<file path="config.mk">
export PLATFORM = sky130hd
export DESIGN_NAME = i2s_frame_tx_flat
export DESIGN_NICKNAME = d
export VERILOG_FILES = /design/src/rtl/audio_pkg.sv /design/src/rtl/i2s_frame_tx_if.sv /design/src/rtl/i2s_clkgen.sv /design/src/rtl/i2s_frame_tx.sv /design/src/flat_wrapper.sv
export SDC_FILE = /design/constraint.sdc
export NUM_CORES = 1
export LEC_CHECK = 0
export ABC_AREA = 1
export BUFFER_PORTS_ARGS = -buffer_cell sky130_fd_sc_hd__buf_2
export CORE_MARGIN = 2
export CORE_UTILIZATION = 58
export DETAILED_ROUTE_END_ITERATION = 6
export PLACE_DENSITY = 0.79
export REMOVE_ABC_BUFFERS = 1
export SYNTH_ARGS = -nofsm -noshare
export SYNTH_HDL_FRONTEND = slang
export SYNTH_HIERARCHICAL = 1
export SYNTH_SLANG_ARGS = --single-unit
</file>
<file path="constraint.sdc">
create_clock -name clk -period 2.4 [get_ports clk]
set_clock_uncertainty 0.1 [all_clocks]
set_input_delay 0.48 -clock clk [delete_from_list [all_inputs] [get_ports clk]]
set_output_delay 0.48 -clock clk [all_outputs]
set_load 0.05 [all_outputs]
</file>
<file path="src/rtl/audio_pkg.sv">
`default_nettype none
// ============================================================================
//  Package     : audio_pkg
//  Description : Shared constants and the stereo sample-pair type for the
//                codec serial transmitter.
//  Revision    : 1.0 - initial release
// ============================================================================
package audio_pkg;

    // Bits per channel sample; the codec only supports 16.
    localparam int SAMPLE_W = 16;

    // Frame divider: 512 clk per frame, 32 slots of 16 clk.
    localparam int DIV_W = 9;
    localparam logic [DIV_W-1:0] FRAME_LAST = 9'd511;

    // First slot of each channel within a frame.
    localparam int LEFT_FIRST_SLOT  = 0;
    localparam int RIGHT_FIRST_SLOT = 16;

    // Left occupies the upper half so the packed pair is already in wire order.
    typedef struct packed {
        logic [SAMPLE_W-1:0] left;
        logic [SAMPLE_W-1:0] right;
    } stereo_pair_t;

endpackage
`default_nettype wire

</file>
<file path="src/rtl/i2s_frame_tx_if.sv">
`default_nettype none
// ============================================================================
//  Interface   : i2s_frame_tx_if
//  Description : Sample-pair valid/ready handshake between the volume stage
//                (master) and the serial transmitter (slave).
//  Revision    : 1.0 - initial release
// ============================================================================
interface i2s_frame_tx_if;
    import audio_pkg::*;

    logic [SAMPLE_W-1:0] sample_left;
    logic [SAMPLE_W-1:0] sample_right;
    logic                sample_valid;
    logic                sample_ready;

    modport master (
        output sample_left,
        output sample_right,
        output sample_valid,
        input  sample_ready
    );

    modport slave (
        input  sample_left,
        input  sample_right,
        input  sample_valid,
        output sample_ready
    );

endinterface
`default_nettype wire

</file>
<file path="src/rtl/i2s_clkgen.sv">
`default_nettype none
// ============================================================================
//  Module      : i2s_clkgen
//  Description : Free-running 9-bit frame divider. Codec clocks are taken
//                straight from divider bits so they cannot glitch; also
//                provides the per-slot and per-frame strobes.
//  Revision    : 1.0 - initial release
// ============================================================================
module i2s_clkgen
    import audio_pkg::*;
(
    input  wire logic clk,
    input  wire logic rst,          // synchronous, active-low
    output logic      audio_mclk,
    output logic      audio_sck,
    output logic      audio_lrck,
    output logic      bit_strobe,   // last clk of a slot
    output logic      frame_load,   // last clk of a frame
    output logic      frame_start   // first clk of a frame
);

    logic [DIV_W-1:0] div_q;
    logic [DIV_W-1:0] div_d;

    // Next divider value: count up and wrap to zero after the last frame clk.
    always_comb begin
        div_d = div_q + DIV_W'(1);
        if (div_q == FRAME_LAST) begin
            div_d = '0;
        end
    end

    // Divider register; reset parks it at the start of a frame.
    always_ff @(posedge clk) begin
        if (!rst) begin
            div_q <= '0;
        end else begin
            div_q <= div_d;
        end
    end

    assign audio_mclk = div_q[1];
    assign audio_sck  = div_q[3];
    assign audio_lrck = div_q[8];

    assign bit_strobe = (div_q[3:0] == 4'hF);
    assign frame_load = (div_q == FRAME_LAST);
    // Gated by rst so the pulse is suppressed while reset is held, yet fires
    // on the very first cycle after release.
    assign frame_start = rst && (div_q == '0);

endmodule
`default_nettype wire

</file>
<file path="src/rtl/i2s_frame_tx.sv">
`default_nettype none
// ============================================================================
//  Module      : i2s_frame_tx
//  Description : Serializes one stereo 16-bit pair per 512-clk frame onto the
//                codec serial interface. One-deep holding buffer behind a
//                valid/ready handshake; a sticky flag records any frame that
//                found the buffer empty.
//  Config      : I2S_DELAY_EN defined   -> standard I2S framing (MSB one slot
//                                          after the lrck edge)
//                I2S_DELAY_EN undefined -> left-justified framing
//  Revision    : 1.0 - initial release
// ============================================================================
module i2s_frame_tx
    import audio_pkg::*;
(
    input  wire logic      clk,
    input  wire logic      rst,         // synchronous, active-low
    i2s_frame_tx_if.slave  smp,
    output logic           audio_mclk,
    output logic           audio_sck,
    output logic           audio_lrck,
    output logic           audio_sdin,
    output logic           frame_start,
    output logic           underrun
);

    localparam int WORD_W = 2 * SAMPLE_W;

    logic bit_strobe;
    logic frame_load;

    i2s_clkgen u_clkgen (
        .clk         (clk),
        .rst         (rst),
        .audio_mclk  (audio_mclk),
        .audio_sck   (audio_sck),
        .audio_lrck  (audio_lrck),
        .bit_strobe  (bit_strobe),
        .frame_load  (frame_load),
        .frame_start (frame_start)
    );

    stereo_pair_t        hold_q,     hold_d;
    logic                full_q,     full_d;
    logic                ready_q,    ready_d;
    logic [WORD_W-1:0]   shift_q,    shift_d;
    logic                sdin_q,     sdin_d;
    logic                underrun_q, underrun_d;
    logic                accept;
    logic [WORD_W-1:0]   load_word;

    assign accept = smp.sample_valid && ready_q;

    // Buffer management, frame load and bit shifting for the next cycle.
    always_comb begin
        hold_d     = hold_q;
        full_d     = full_q;
        shift_d    = shift_q;
        sdin_d     = sdin_q;
        underrun_d = underrun_q;
        load_word  = '0;

        // The load looks at the buffer as it stood before this cycle's
        // handshake, so a pair arriving on the load cycle waits a frame.
        if (frame_load) begin
            if (full_q) begin
                load_word = hold_q;
                full_d    = 1'b0;
            end else begin
                underrun_d = 1'b1;
            end
        end

        if (accept) begin
            hold_d.left  = smp.sample_left;
            hold_d.right = smp.sample_right;
            full_d       = 1'b1;
        end

        ready_d = ~full_d;

        // sdin only moves on the last clk of a slot, i.e. while sck is low.
        if (frame_load) begin
`ifdef I2S_DELAY_EN
            // The bit left over from the previous word fills slot 0.
            sdin_d  = shift_q[WORD_W-1];
            shift_d = load_word;
`else
            sdin_d  = load_word[WORD_W-1];
            shift_d = {load_word[WORD_W-2:0], 1'b0};
`endif
        end else if (bit_strobe) begin
            sdin_d  = shift_q[WORD_W-1];
            shift_d = {shift_q[WORD_W-2:0], 1'b0};
        end
    end

    // State registers; reset abandons any frame in progress.
    always_ff @(posedge clk) begin
        if (!rst) begin
            hold_q     <= '0;
            full_q     <= 1'b0;
            ready_q    <= 1'b1;
            shift_q    <= '0;
            sdin_q     <= 1'b0;
            underrun_q <= 1'b0;
        end else begin
            hold_q     <= hold_d;
            full_q     <= full_d;
            ready_q    <= ready_d;
            shift_q    <= shift_d;
            sdin_q     <= sdin_d;
            underrun_q <= underrun_d;
        end
    end

    assign smp.sample_ready = ready_q;
    assign audio_sdin       = sdin_q;
    assign underrun         = underrun_q;

endmodule
`default_nettype wire

</file>
<file path="src/flat_wrapper.sv">
// flat-port wrapper written by rule: the top's interface ports become plain ports
module i2s_frame_tx_flat import audio_pkg::*;
  (clk, rst, audio_mclk, audio_sck, audio_lrck, audio_sdin, frame_start, underrun, smp_sample_left, smp_sample_right, smp_sample_valid, smp_sample_ready);
  i2s_frame_tx_if smp_i ();
  input  wire logic clk;
  input  wire logic rst;
  output logic audio_mclk;
  output logic audio_sck;
  output logic audio_lrck;
  output logic audio_sdin;
  output logic frame_start;
  output logic underrun;
  input wire logic [$bits(smp_i.sample_left)-1:0] smp_sample_left;
  input wire logic [$bits(smp_i.sample_right)-1:0] smp_sample_right;
  input wire logic [$bits(smp_i.sample_valid)-1:0] smp_sample_valid;
  output wire logic [$bits(smp_i.sample_ready)-1:0] smp_sample_ready;
  assign smp_i.sample_left = smp_sample_left;
  assign smp_i.sample_right = smp_sample_right;
  assign smp_i.sample_valid = smp_sample_valid;
  assign smp_sample_ready = smp_i.sample_ready;
  i2s_frame_tx u_core (.clk(clk), .rst(rst), .smp(smp_i), .audio_mclk(audio_mclk), .audio_sck(audio_sck), .audio_lrck(audio_lrck), .audio_sdin(audio_sdin), .frame_start(frame_start), .underrun(underrun));
endmodule
</file>
==> out/qor.yml, run 1 <==
yosys:
  synth-seq-cells: 76
  seq_area_frac_synth: 0.423
  ys_warn_count: 6
  synthCells: 550
  synth.avg_cell_area_um2: 6.54
  synth_cell_type_count: 23
  yosysTopAreaCellShare: 0.423
  yosysTopAreaCell: "dfxtp_1"
  synth.area.top_cells: "dfxtp_1 42%, nor2_1 15%, nand2_1 14%"
  synth_area_um2: 3600
place:
  gp_congestion: 0.828
  io_buffers: 41
  dp.cells: 645
  dp.final_hpwl_um: 4180
clock_network:
  cts_max_level: 3
  clockBufferDepth: 2
  numCtsBuffers: 9
  worstSkewPairLatency_ns: 0.35
  clock_sinks: 76
  cts_tree: "yes"
  postCtsSetupBuffers: 0
  clkTransAtPathRegs_ns: 0.08
  cts_root_buffer: "clkbuf_8"
die:
  dieArea_um2: 6850
  dieHeight_um: 82.7
  fp.coreArea_um2: 5960
  ios: 42
  die_w_um: 82.7
  num_rows: 28
  initial_core_util: 0.604
critical_path:
  worstSetupPathType: "reg2reg"
  crit_chain: "ha_1 -> nand3_1 -> nor2_1 -> nand2_1 -> nor2_1 -> ha_2 -> nor2_4 -> nand2_1 -> nand2_1 -> nor2_1"
  crit_arrival_ns: 2.30
  cpMaxStageDelayCell: "nor2_4"
  end_kind: "flop"
  crit_path_max_incr_delay_ns: 0.60
  timing.critical_path.fanout_max: 32
  start_kind: "flop"
  required_ns: 2.55
sta:
  whs_ns: 0.273
  hold_viol_final: 0
  min_period_ns: 2.15
  max_freq_mhz: 464
  setup-tns-final_ns: 0
  tightest_slew_ns: 1.07
  setup_viol: 0
  slew_headroom: 0.284
  fin_crit_sh: 0.898
  rsz0062_at_grt: "false"
  slew_viol_final: 0
cells_and_area:
  antenna_cells: 0
  fin_nets: 620
  layout_commonest_cell: "nor2_1"
  final_cell_mix: "147 x nor2_1, 138 x nand2_1, 79 x inv_1"
  fillCellCount: 548
  drive_gt1_frac: 0.174
  syn2layout_area_growth_pct: 9.99
  fin_cells: 662
  post-route-util: 0.664
pwr:
  pwr-share-clk: 0.369
  power_frac_seq: 0.549
  power.total_mw: 2.45
  p_int_mw: 1.82
  peakVddDrop_uv: 504
  leakage_nw: 1.83
  powerDensity_nw_per_um2: 619
  power_frac_comb: 0.082
  p_switching_uw: 634
  p_sw_frac: 0.259
drt:
  avgViaCountPerCell: 4.68
  first_iter_violations: 174
  drc: 0
  wirelength_um: 6930
  wl_per_cell_um: 10.5
  dr.pass1.iters: 5
  vias: 3095
  drtAntennaViolNets: 0
job:
  drv_cap: 0
run_status:
  status: "finished, final reports clean"
grt:
  antenna_found_initial: 1
  grt_pass1_wl_um: 11500
  grt_pass1_vias: 2795
  grt_max_degree: 67
  grt_usage: 0.221
  overflow: 0
min_path:
  hold_path.class: "in2reg"
-- path summary, 6_finish.rpt --
kind | from | end | slack [ns] | cells after the start
max | u_core/u_clkgen/div_q[1] | u_core/shift_q[19] | 0.25 | 10
max reg2reg | u_core/u_clkgen/div_q[1] | u_core/shift_q[19] | 0.25 | 10
min | smp_sample_left[9] | u_core/hold_q[25] | 0.27 | 3
min reg2reg | u_core/u_clkgen/div_q[0] | u_core/u_clkgen/div_q[0] | 0.38 | 1
-- power groups by stage --
stage	clock (mW)	sequential (mW)	combinational [mW]
finish	0.904	1.35	0.200
global route	0.971	1.35	0.232
CTS	0.938	1.34	0.203
detailed placement	0	1.37	0.201
global placement	0	1.37	0.198
floorplan	0	1.38	0.116
-- cells by family after synthesis --
family | after synthesis | synth area share
adder cells (fa/ha/maj) | 3 | 0.0104
AO/OA/AOI/OAI | 39 | 0.0543
AND/OR/NAND/NOR | 326 | 0.374
buffers and inverters | 106 | 0.138
flip-flops | 76 | 0.423
-- per-stage QoR --
step	cell area [µm²]	setup WS, ns
2_1_floorplan	3410	-0.147
3_3_place_gp	3730	0.202
3_5_place_dp	3730	0.0796
4_1_cts	3920	0.0566
5_1_grt	3960	0.0432
6_report	3960	0.245
-- flip-flops by register name, indices dropped and copies added, names as in the netlist --
signal	cells
u_core/audio_sdin	1
u_core/full_q	1
u_core/hold_q	32
u_core/shift_q	31
u_core/smp.sample_ready	1
u_core/u_clkgen/div_q	9
u_core/underrun	1
-- layer usage --
metal,share of wire,GRT usage
met4,0.010,0.0852
met3,0.045,0.0641
met2,0.50,0.396
met5,0.0017,0
met1,0.45,0.246
-- critical path, delay by kind of cell, from the launching register on --
family,cells,cell delay (ns)
flops,1,0.35
fa+ha+maj,2,0.43
simple gates,8,1.18
-- layout make-up --
type	instances	area [µm²]	share of cell area
multi-input combinational	369	1610	0.407
sequential	76	1520	0.385
inverter	81	307	0.0775
timing repair buffer	45	235	0.0595
clock buffer	11	151	0.0383
tap	75	93.8	0.0237
clock inverter	5	36.3	0.00917
-- repair_timing --
| item | 4_1_cts | 5_1_grt |
|---|---|---|
| resized for setup | 0 | 4 |
| setup endpoints to repair | 0 | 32 |
| hold buffers | 0 | 0 |
-- cells in the mapped netlist, drive strengths merged --
master  count
ha          3
nor2      179
nand2     141
o21ai      35
nor3        1
clkbuf      8
nand3       4
dfxtp      76
inv        81
a21oi       4
buf        17
nand4       1
Note: power is estimated with default switching activity, not from simulation.
==> inputs of run 2 (changes only) <==
Settings changed: ABC_AREA 1 to not set.
==> run 2 against run 1 <==
  * Final area grew 4.8%
  * Via count shrank 17%
  * Combinational power shrank 3%
  * Highest routed layer is now met4
==> out/qor.yml, run 2 <==
cells_and_area:
  fillCellCount: 521  # -4.9%
  drive_gt1_frac: 0.345  # +0.171
  largest-register: "u_core/hold_q"
  largest_reg_flops: 32  # unchanged
  syn2layout_area_growth_pct: 10.5
  fin_cells: 451  # -32%
  reg.largest.list: "u_core/hold_q (32), u_core/shift_q (31), u_core/u_clkgen/div_q (9)"
  fin_nets: 407  # -34%
  layout_commonest_cell: "dfxtp_1"
  final_cell_mix: "75 x dfxtp_1, 41 x buf_2, 34 x o21a_1"
  antenna_cells: 0  # unchanged
drt:
  wl_per_cell_um: 15.2  # +45%
  drtAntennaViolNets: 0  # unchanged
  first_iter_violations: 125  # -28%
  wirelength_um: 6860  # -1.1%
  avgViaCountPerCell: 5.71  # +22%
  drc: 0  # unchanged
  dr.pass1.iters: 4  # -1
  vias: 2574  # -17%
yosys:
  synth.avg_cell_area_um2: 10.8  # +65%
  synthCells: 347  # -37%
  synthTopCellsByCount: "76 x dfxtp_1, 34 x o21a_1, 32 x and3_1"
  yosysTopAreaCell: "dfxtp_1"
  seq_area_frac_synth: 0.406  # -0.0175
  synth.area.top_cells: "dfxtp_1 41%, mux2_4 12%, a21bo_2 8.3%"
  synth_area_um2: 3750  # +4.3%
  yosysTopAreaCellShare: 0.406  # -0.0175
  synth_cell_type_count: 36  # +57%
  synth.most_common_cell: "dfxtp_1"
  ys_warn_count: 6  # unchanged
  synth-seq-cells: 76  # unchanged
  synth_edf_count: 0  # unchanged
  async_reset_ff_frac: 0  # unchanged
  yosys_most_used_dff: "dfxtp_1"
clock_network:
  clock_sinks: 76  # unchanged
  worstSkewPairLatency_ns: 0.35  # about the same
  cts_root_buffer: "clkbuf_8"
  postCtsSetupBuffers: 0  # unchanged
  cts_tree: "yes"
  clockBufferDepth: 2  # unchanged
  cts_hold_buf: 0  # unchanged
  clkTransAtPathRegs_ns: 0.08  # about the same
  cts_resized: 0  # unchanged
  numCtsBuffers: 9  # unchanged
  cts_max_level: 3  # unchanged
grt:
  grt_usage: 0.199  # -0.0218
  antenna_found_initial: 0  # -1
  grt_pass1_vias: 2522  # -9.8%
  overflow: 0  # unchanged
  grt_pass1_wl_um: 11400  # -0.72%
  grt_max_degree: 70  # +4.5%
critical_path:
  end_kind: "output port"
  crit_chain: "nor4b_1 -> nand3b_1 -> nor4_1 -> buf_2"
  cpMaxStageDelayCell: "dfxtp_1"
  timing.critical_path.fanout_max: 5  # -84%
  required_ns: 1.82  # -0.73 ns
  crit_arrival_ns: 1.59  # -0.71 ns
  worstSetupPathType: "reg2out"
  start_kind: "flop"
  r2r_setup_slack_ns: 0.29  # +0.04 ns
  crit_path_max_incr_delay_ns: 0.35  # -0.25 ns
sta:
  setup_viol: 0  # unchanged
  slew_viol_final: 0  # unchanged
  max_freq_mhz: 461  # -0.60%
  hold_viol_final: 0  # unchanged
  min_period_ns: 2.17  # +0.0130 ns
  setup-tns-final_ns: 0  # unchanged
  fin_crit_sh: 0.903  # +0.00540
  slew_headroom: 0.532  # +0.248
  tightest_slew_ns: 0.703  # -0.371 ns
  whs_ns: 0.366  # +0.0925 ns
  rsz0062_at_grt: "false"
die:
  fp.coreArea_um2: 6310  # +6.0%
  dieHeight_um: 84.4  # +2.0%
  die_w_um: 84.4  # +2.0%
  initial_core_util: 0.594  # -0.00965
  num_rows: 29  # +3.6%
  ios: 42  # unchanged
  dieArea_um2: 7130  # +4.1%
min_path:
  hold_path.class: "in2reg"
pwr:
  peakVddDrop_uv: 428  # -15%
  power.total_mw: 2.52  # +2.7%
  leakage_nw: 2.12  # +16%
  powerDensity_nw_per_um2: 607  # -2.0%
place:
  gp_congestion: 0.799  # -3.5%
  dp.cells: 435  # -33%
  dp.final_hpwl_um: 4100  # -1.9%
  io_buffers: 41  # unchanged
job:
  drv_cap: 0  # unchanged
run_status:
  status: "finished, final reports clean"
run 2: final timing paths:
kind | from | end | cells past startpoint
worst max register to register | u_core/u_clkgen/div_q[0] | u_core/shift_q[3] | 7
worst max-delay path | u_core/u_clkgen/div_q[5] | frame_start | 4
worst min register to register | u_core/underrun | u_core/underrun | 1
worst min-delay path | smp_sample_left[8] | u_core/hold_q[24] | 3
run 2: final cells by class:
type                       count  area, µm²  share of cell area
tap                           77       96.3              0.0232
clock buffer                  10        138              0.0332
inverter                       5       18.8             0.00453
multi-input combinational    230       2030               0.490
timing repair buffer          47        275              0.0664
clock inverter                 6       63.8              0.0154
sequential                    76       1520               0.367
run 2: worst max-delay path: cells and delay by family, from the launching register on:
kind                   cells  cell delay [ns]
buffers and inverters      1             0.30
DFF                        1             0.35
and+or+nand+nor            3             0.59
run 2: layer usage:
metal	up-vias	global-route usage	part of all wire
met1	1226	0.241	0.47
met5	-	0	0
met2	32	0.338	0.48
li1	1304	-	-
met4	0	0.0952	0.020
met3	12	0.0413	0.026
run 2: power breakdown:
group	internal, mW	switching, mW
registers	1.30	0.0368
logic	0.0859	0.109
clock network	0.506	0.477
run 2: logic make-up after synthesis:
family                     count (synthesis)  share of synthesized area
AOI/OAI and AO/OA                        136                      0.309
xor gates and xnor gates                   3                    0.00701
adders and majority gates                  3                     0.0100
buffers and inverters                     41                     0.0534
DFF                                       76                      0.406
muxes                                     31                      0.122
and+or+nand+nor                           57                     0.0931
run 2: per-stage QoR:
step	area, µm²	utilization	setup WS, ns
2_1_floorplan	3570	-	-0.521
3_3_place_gp	3950	0.625	0.394
3_5_place_dp	3950	0.625	0.297
4_1_cts	4150	0.657	0.208
5_1_grt	4150	0.657	0.0832
6_report	4150	0.657	0.232
